==> src/rtl/hazard_pkg.sv <==
// hazard_pkg: forwarding-select encoding and default PC register index
// shared by the hazard controller and its tag comparators.
package hazard_pkg;

  typedef enum logic [1:0] {
    FWD_RF = 2'b00,
    FWD_W  = 2'b01,
    FWD_M  = 2'b10
  } fwd_sel_t;

  localparam int PC_REG_DEFAULT = 15;

endpackage

==> src/rtl/hazard_ctrl_tag_cmp.sv <==
// tag_cmp: one source tag against one destination tag, qualified by the
// reader's use bit, the writer's write enable and the never-forwarded PC index.
module tag_cmp
  import hazard_pkg::*;
#(
  parameter int AW     = 4,
  parameter int PC_REG = PC_REG_DEFAULT
) (
  input  logic [AW-1:0] ra,
  input  logic          used,
  input  logic [AW-1:0] wa,
  input  logic          we,
  output logic          match
);

  localparam logic [AW-1:0] PC_TAG = AW'(PC_REG);

  assign match = used & we & (ra == wa) & (ra != PC_TAG);

endmodule

==> src/rtl/hazard_ctrl.sv <==
// hazard_ctrl: shadow tag pipeline, forwarding selects, load-use stalls and
// branch flushes for the F/D/E/M/W datapath. Define FORWARDING_EN for bypassing;
// without it every RAW hazard against E or M interlocks and ForwardE stays 0.
module hazard_ctrl
  import hazard_pkg::*;
#(
  parameter int AW     = 4,
  parameter int NRP    = 2,
  parameter int PC_REG = PC_REG_DEFAULT,
  parameter int CNT_W  = 16
) (
  input  logic                clk,
  input  logic                reset,
  input  logic [NRP*AW-1:0]   RAD,
  input  logic [NRP-1:0]      RAUsedD,
  input  logic [AW-1:0]       WA3D,
  input  logic                RegWriteD,
  input  logic                MemtoRegD,
  input  logic                BranchTakenE,
  output logic                StallF,
  output logic                StallD,
  output logic                FlushD,
  output logic                FlushE,
  output logic [2*NRP-1:0]    ForwardE,
  output logic [NRP-1:0]      MatchEM,
  output logic [NRP-1:0]      MatchEW,
  output logic [CNT_W-1:0]    StallCount
);

`ifdef FORWARDING_EN
  localparam logic RAW_INTERLOCK = 1'b0;
`else
  localparam logic RAW_INTERLOCK = 1'b1;
`endif

  logic                live_q, live_d;
  logic [NRP*AW-1:0]   rae_q, rae_d;
  logic [NRP-1:0]      raused_e_q, raused_e_d;
  logic [AW-1:0]       wa3_e_q, wa3_e_d, wa3_m_q, wa3_m_d, wa3_w_q, wa3_w_d;
  logic                regwrite_e_q, regwrite_e_d;
  logic                memtoreg_e_q, memtoreg_e_d;
  logic                regwrite_m_q, regwrite_m_d;
  logic                regwrite_w_q, regwrite_w_d;
  logic [CNT_W-1:0]    stall_cnt_q, stall_cnt_d;

  logic [NRP-1:0]      match_em, match_ew, hit_e, hit_m;
  logic [2*NRP-1:0]    fwd;
  logic                we_e_hz, we_m_hz, ld_stall, stall_d, flush_e;

  // Outputs stay quiet until the first edge after reset release.
  assign we_e_hz = regwrite_e_q & (memtoreg_e_q | RAW_INTERLOCK);
  assign we_m_hz = regwrite_m_q & RAW_INTERLOCK;

  for (genvar i = 0; i < NRP; i++) begin : g_port
    tag_cmp #(.AW(AW), .PC_REG(PC_REG)) u_em (
      .ra(rae_q[i*AW +: AW]), .used(raused_e_q[i]),
      .wa(wa3_m_q), .we(regwrite_m_q), .match(match_em[i]));
    tag_cmp #(.AW(AW), .PC_REG(PC_REG)) u_ew (
      .ra(rae_q[i*AW +: AW]), .used(raused_e_q[i]),
      .wa(wa3_w_q), .we(regwrite_w_q), .match(match_ew[i]));
    tag_cmp #(.AW(AW), .PC_REG(PC_REG)) u_de (
      .ra(RAD[i*AW +: AW]), .used(RAUsedD[i]),
      .wa(wa3_e_q), .we(we_e_hz), .match(hit_e[i]));
    tag_cmp #(.AW(AW), .PC_REG(PC_REG)) u_dm (
      .ra(RAD[i*AW +: AW]), .used(RAUsedD[i]),
      .wa(wa3_m_q), .we(we_m_hz), .match(hit_m[i]));
  end

  assign ld_stall = |(hit_e | hit_m);
  assign stall_d  = live_q & ld_stall & ~BranchTakenE;
  assign flush_e  = live_q & (ld_stall | BranchTakenE);

  always_comb begin
    fwd = '0;
    for (int i = 0; i < NRP; i++) begin
      if (match_em[i])      fwd[2*i +: 2] = FWD_M;
      else if (match_ew[i]) fwd[2*i +: 2] = FWD_W;
      else                  fwd[2*i +: 2] = FWD_RF;
    end
    if (RAW_INTERLOCK || !live_q) fwd = '0;
  end

  assign StallF     = stall_d;
  assign StallD     = stall_d;
  assign FlushD     = live_q & BranchTakenE;
  assign FlushE     = flush_e;
  assign ForwardE   = fwd;
  assign MatchEM    = match_em & {NRP{live_q}};
  assign MatchEW    = match_ew & {NRP{live_q}};
  assign StallCount = stall_cnt_q;

  always_comb begin
    live_d       = 1'b1;
    rae_d        = RAD;
    raused_e_d   = RAUsedD;
    wa3_e_d      = WA3D;
    regwrite_e_d = RegWriteD;
    memtoreg_e_d = MemtoRegD;
    if (flush_e) begin
      raused_e_d   = '0;
      regwrite_e_d = 1'b0;
      memtoreg_e_d = 1'b0;
    end
    wa3_m_d      = wa3_e_q;
    regwrite_m_d = regwrite_e_q;
    wa3_w_d      = wa3_m_q;
    regwrite_w_d = regwrite_m_q;
    stall_cnt_d  = stall_cnt_q;
    if (stall_d && (stall_cnt_q != {CNT_W{1'b1}}))
      stall_cnt_d = stall_cnt_q + CNT_W'(1);
  end

  always_ff @(posedge clk or posedge reset) begin
    if (reset) begin
      live_q       <= 1'b0;
      rae_q        <= '0;
      raused_e_q   <= '0;
      wa3_e_q      <= '0;
      regwrite_e_q <= 1'b0;
      memtoreg_e_q <= 1'b0;
      wa3_m_q      <= '0;
      regwrite_m_q <= 1'b0;
      wa3_w_q      <= '0;
      regwrite_w_q <= 1'b0;
      stall_cnt_q  <= '0;
    end else begin
      live_q       <= live_d;
      rae_q        <= rae_d;
      raused_e_q   <= raused_e_d;
      wa3_e_q      <= wa3_e_d;
      regwrite_e_q <= regwrite_e_d;
      memtoreg_e_q <= memtoreg_e_d;
      wa3_m_q      <= wa3_m_d;
      regwrite_m_q <= regwrite_m_d;
      wa3_w_q      <= wa3_w_d;
      regwrite_w_q <= regwrite_w_d;
      stall_cnt_q  <= stall_cnt_d;
    end
  end

endmodule

==> config.mk <==
export PLATFORM = sky130hd
export DESIGN_NAME = hazard_ctrl
export DESIGN_NICKNAME = d
export VERILOG_FILES = /design/src/rtl/hazard_pkg.sv /design/src/rtl/hazard_ctrl_tag_cmp.sv /design/src/rtl/hazard_ctrl.sv
export SDC_FILE = /design/constraint.sdc
export NUM_CORES = 1
export LEC_CHECK = 0
export CORE_MARGIN = 5
export CORE_UTILIZATION = 60
export DETAILED_ROUTE_END_ITERATION = 8
export DONT_BUFFER_PORTS = 1
export PLACE_DENSITY = 0.84
export SYNTH_ARGS = -nofsm -noshare
export SYNTH_HDL_FRONTEND = slang
export SYNTH_SLANG_ARGS = --single-unit
export TNS_END_PERCENT = 50
==> constraint.sdc <==
create_clock -name clk -period 5.6 [get_ports clk]
set_clock_uncertainty 0.2 [all_clocks]
set_input_delay 1.12 -clock clk [delete_from_list [all_inputs] [get_ports clk]]
set_output_delay 1.12 -clock clk [all_outputs]
set_load 0.01 [all_outputs]
==> summary.md <==
| Metric | Value |
|---|---|
| Number of buffers inserted by hold repair at cts | `0` |
| Area share of the leading cell type in the synthesized netlist | `between 50% and 60%` |
| Number of DRC violations after detailed routing | `0` |
| Critical path class | `input pin to output port` |
| Quantity of I/O buffers inserted on ports | `0` |
| Sequential share of the synthesized area | `approximately 50%` |
| Worst min-delay path category | `flop to flop` |
| Unique cell type count in the Yosys netlist | `35` |
| Worst Hold Path EP | `regwrite_m_q` |
| CP Buf/Inv Count | `0` |
| Reg2reg setup slack | `about 3.3 ns` |
| Post-CTS setup buffers | `0` |
| Highest attainable clock frequency | `roughly 0.27 GHz` |
| Number of pins with negative max-slew slack in the final report | `0` |
| Share of post-route cells with drive strength above 1 | `11.6%` |
| Placed Cells incl. Taps | `219` |
| Critical path data arrival time | `approximately 2.4 ns` |
| Total I/O pin count | `47` |
| Share of power burned in registers | `61.6%` |
| Via density per instance | `~5.9` |
| Number of detailed-route iterations in the first pass | `6` |
| CTS H-tree depth | `2` |
| Dominant cell type by area after synthesis | `sky130_fd_sc_hd__dfrtp_1` |
| Post-synthesis sequential element count | `42` |
| Part of the power in combinational logic | `9.5%` |
| Cell-internal power | `~0.41 mW` |
| Antenna violations before repair | `0` |
| Violation count after the first detailed-routing iteration | `48` |
| Total congestion overflow | `0` |
| RR Endpoint | `StallCount[1]` |
| Most area-consuming cells after synthesis | `sky130_fd_sc_hd__dfrtp_1 52%, sky130_fd_sc_hd__xnor2_1 15%, sky130_fd_sc_hd__xor2_1 4.3%` |
| Cell at the root of the clock tree | `sky130_fd_sc_hd__clkbuf_4` |
| Cell family with the largest share of critical-path delay | `simple AND/OR/NAND/NOR gates` |
| Final setup vio count | `0` |
| P_sw | `~0.15 mW` |
| Number of maximum-capacitance constraint violations | `0` |
| Netlist area before placement | `approximately 0.002 mm²` |
| Run status | `completed` |
| Starting density of the core | `about three fifths` |
| Num Clock Sinks | `42` |
| Switching share of total power | `27.3%` |
| Vias in the first global route | `1432` |
| Max transition margin | `66.6%` |
| RSZ-0062 raised after global routing | `false` |
| R2r worst-path depth | `6` |
| Die X | `68.3 µm` |
| Count of antenna diodes in the layout | `0` |
| Share of total power in the clock network | `28.9%` |
| Layout net count | `200` |
| Final WL | `around 4.1 mm` |
| Worst path slowest cell | `sky130_fd_sc_hd__o21ai_4` |
| Count of cells resized by post-cts repair | `0` |
| Skew-Pair Late Insertion Delay | `around 0.35 ns` |
| Clock transition time at the flip-flop clock pins of the worst setup and hold paths | `0.12 ns` |
| Most common flop cell mapped by yosys | `sky130_fd_sc_hd__dfrtp_1` |
| Reg-to-reg startpoint | `wa3_m_q[1]` |
| Final count of hold timing violations | `0` |
| Height of the die | `between 60 and 70 µm` |
| Cell Rows | `21` |
| Top post-synthesis cells by count | `42 x sky130_fd_sc_hd__dfrtp_1, 34 x sky130_fd_sc_hd__xnor2_1, 15 x sky130_fd_sc_hd__nand3_1` |
| Cell with the most instances after synthesis | `sky130_fd_sc_hd__dfrtp_1` |
| Dpl hpwl | `3.01 mm` |
| WL per Instance | `between 15 and 20 µm` |
| Global Route Usage Sum | `between 15 and 20%` |
| Critical hold path startpoint | `regwrite_e_q` |
| Avg Synthesized Cell Area | `about 12 µm²` |
| Routability cong. | `slightly above 0.8` |
| Power density relative to cell area | `about 260 mW/mm²` |
| Slew of the pin with the lowest slew margin | `between 0.5 and 0.6 ns` |
| Post-synthesis to final-layout area growth | `3.92%` |
| Warning count from the yosys run | `0` |
| Core area | `between 0.003 and 0.004 mm²` |
| Cell count after synthesis | `176` |
| Required time at the worst-slack endpoint | `~4.3 ns` |
| Final Critical Period | `3.74 ns` |
| Number of vias in the routed layout | `between 1000 and 1500` |
| Clock buffer depth | `2` |
| Worst path cell trace | `xor2_1 -> nor4_1 -> a31oi_1 -> o21ai_4 -> and2_1` |
| Worst-case vdd ir drop | `~0.00019 V` |
| Wire length of the first global-routing pass | `between 6 and 7 mm` |
| Share of the clock period used by the worst path after layout | `about 67%` |
| Sum Neg Setup Slack | `0 ns` |
| Hold Crit Depth | `0` |
| Count of flip-flops with a built-in enable after synthesis | `0` |
| Async set-or-reset flop fraction in the synthesized netlist | `between 90% and 100%` |
| CTS tree | `built` |
| Die Footprint | `between 0.004 and 0.005 mm²` |
| Maximum fanout along the worst path | `17` |
| Kind of start point of the critical path | `input pin` |
| Number of buffers created by CTS | `5` |
| Largest stage delay on the critical path | `0.43 ns` |
| Antenna violation net count after detailed routing | `0` |
| Static leakage | `roughly 0.93 nW` |
| Maximum number of pins on one net before global-route repair | `43` |
| Critical path endpoint category | `output port` |
| Non-filler cells in the finished layout | `between 200 and 250` |
[sequential cells by signal, summed over array words and instances, names as in the netlist]
register,flops
StallCount,16
live_q,1
rae_q,8
raused_e_q,2
regwrite_e_q,1
regwrite_m_q,1
regwrite_w_q,1
wa3_e_q,4
wa3_m_q,4
wa3_w_q,4
[power by group through the flow]
stage | logic, mW | registers, mW | clock network (mW)
2_1_floorplan | 0.0489 | 0.344 | 0
3_3_place_gp | 0.0507 | 0.349 | 0
3_5_place_dp | 0.0536 | 0.350 | 0
4_1_cts | 0.0538 | 0.344 | 0.162
5_1_grt | 0.0588 | 0.347 | 0.174
6_report | 0.0529 | 0.344 | 0.161
[metrics by stage]
stage	hold slack, ns	area [µm²]	setup WS [ns]	util [%]	power (mW)
floorplan	0.168	2050	1.98	-	0.392
global route	0.254	2120	1.75	64.1	0.580
finish	0.242	2120	1.86	64.1	0.558
CTS	0.239	2120	1.85	64.1	0.560
global placement	0.193	2060	1.90	62.1	0.399
detailed placement	0.207	2060	1.86	62.1	0.404
[worst register-to-register path, stage by stage, from the launching register on]
cell and delay (ns):
sky130_fd_sc_hd__dfrtp_1 0.49, sky130_fd_sc_hd__xor2_1 0.19, sky130_fd_sc_hd__nor4_1 0.30, sky130_fd_sc_hd__a31oi_1 0.11
sky130_fd_sc_hd__o21ai_4 0.43, sky130_fd_sc_hd__nand3_2 0.18, sky130_fd_sc_hd__mux2_4 0.33
[placed cells by master (no fill, tap or decap), drive strengths merged]
master	instances
nor3	5
nand2	5
and3	9
clkinv	1
and4	2
buf	1
a31oi	2
nand4	14
clkinvlp	1
and2	4
mux2	1
a211oi	1
nand2b	1
and2b	1
xor2	10
clkbuf	6
nor4	2
nor2b	3
inv	5
conb	5
and4bb	1
o22ai	1
o21a	1
a221oi	1
dfrtp	42
nand3	16
xnor2	34
ha	1
nor2	3
o21ai	2
[kinds of logic after synthesis]
family | count (synthesis) | synth area share (%)
other | 2 | 0.368
DFF | 42 | 51.5
xor gates and xnor gates | 44 | 18.9
buffers and inverters | 12 | 3.86
and+or+nand+nor | 66 | 20.9
muxes | 1 | 0.736
adders and majority gates | 1 | 0.613
AOI/OAI and AO/OA | 8 | 3.13
[metal layers]
metal / track usage, % / routed length, µm / vias up
met1: 23.9 / 1640 / 670
met3: 6.40 / 271 / 10
met2: 32.5 / 2150 / 53
met4: 8.68 / 85 / 0
met5: 0 / 0 / -
li1: - / - / 609
[worst max path at each step]
stage,slack (ns),start,cells past startpoint,end
finish,1.86,RAD[5],5,StallF
global route,1.75,RAD[5],5,StallF
CTS,1.85,RAD[5],5,StallF
detailed placement,1.86,RAD[5],5,FlushE
global placement,1.90,RAD[5],5,FlushE
floorplan,1.98,RAD[5],7,StallF
[area by class of cell]
| class | count | area [µm²] |
|---|---|---|
| Clock buffer | 6 | 51.3 |
| Timing Repair Buffer | 1 | 7.51 |
| Tap cell | 46 | 57.6 |
| Multi-Input combinational cell | 125 | 922 |
| Fill cell | 278 | 1190 |
| Clock inverter | 2 | 12.5 |
| Sequential cell | 42 | 1050 |
| Inverter | 5 | 18.8 |
No activity file was read; power rests on OpenSTA's default activity.
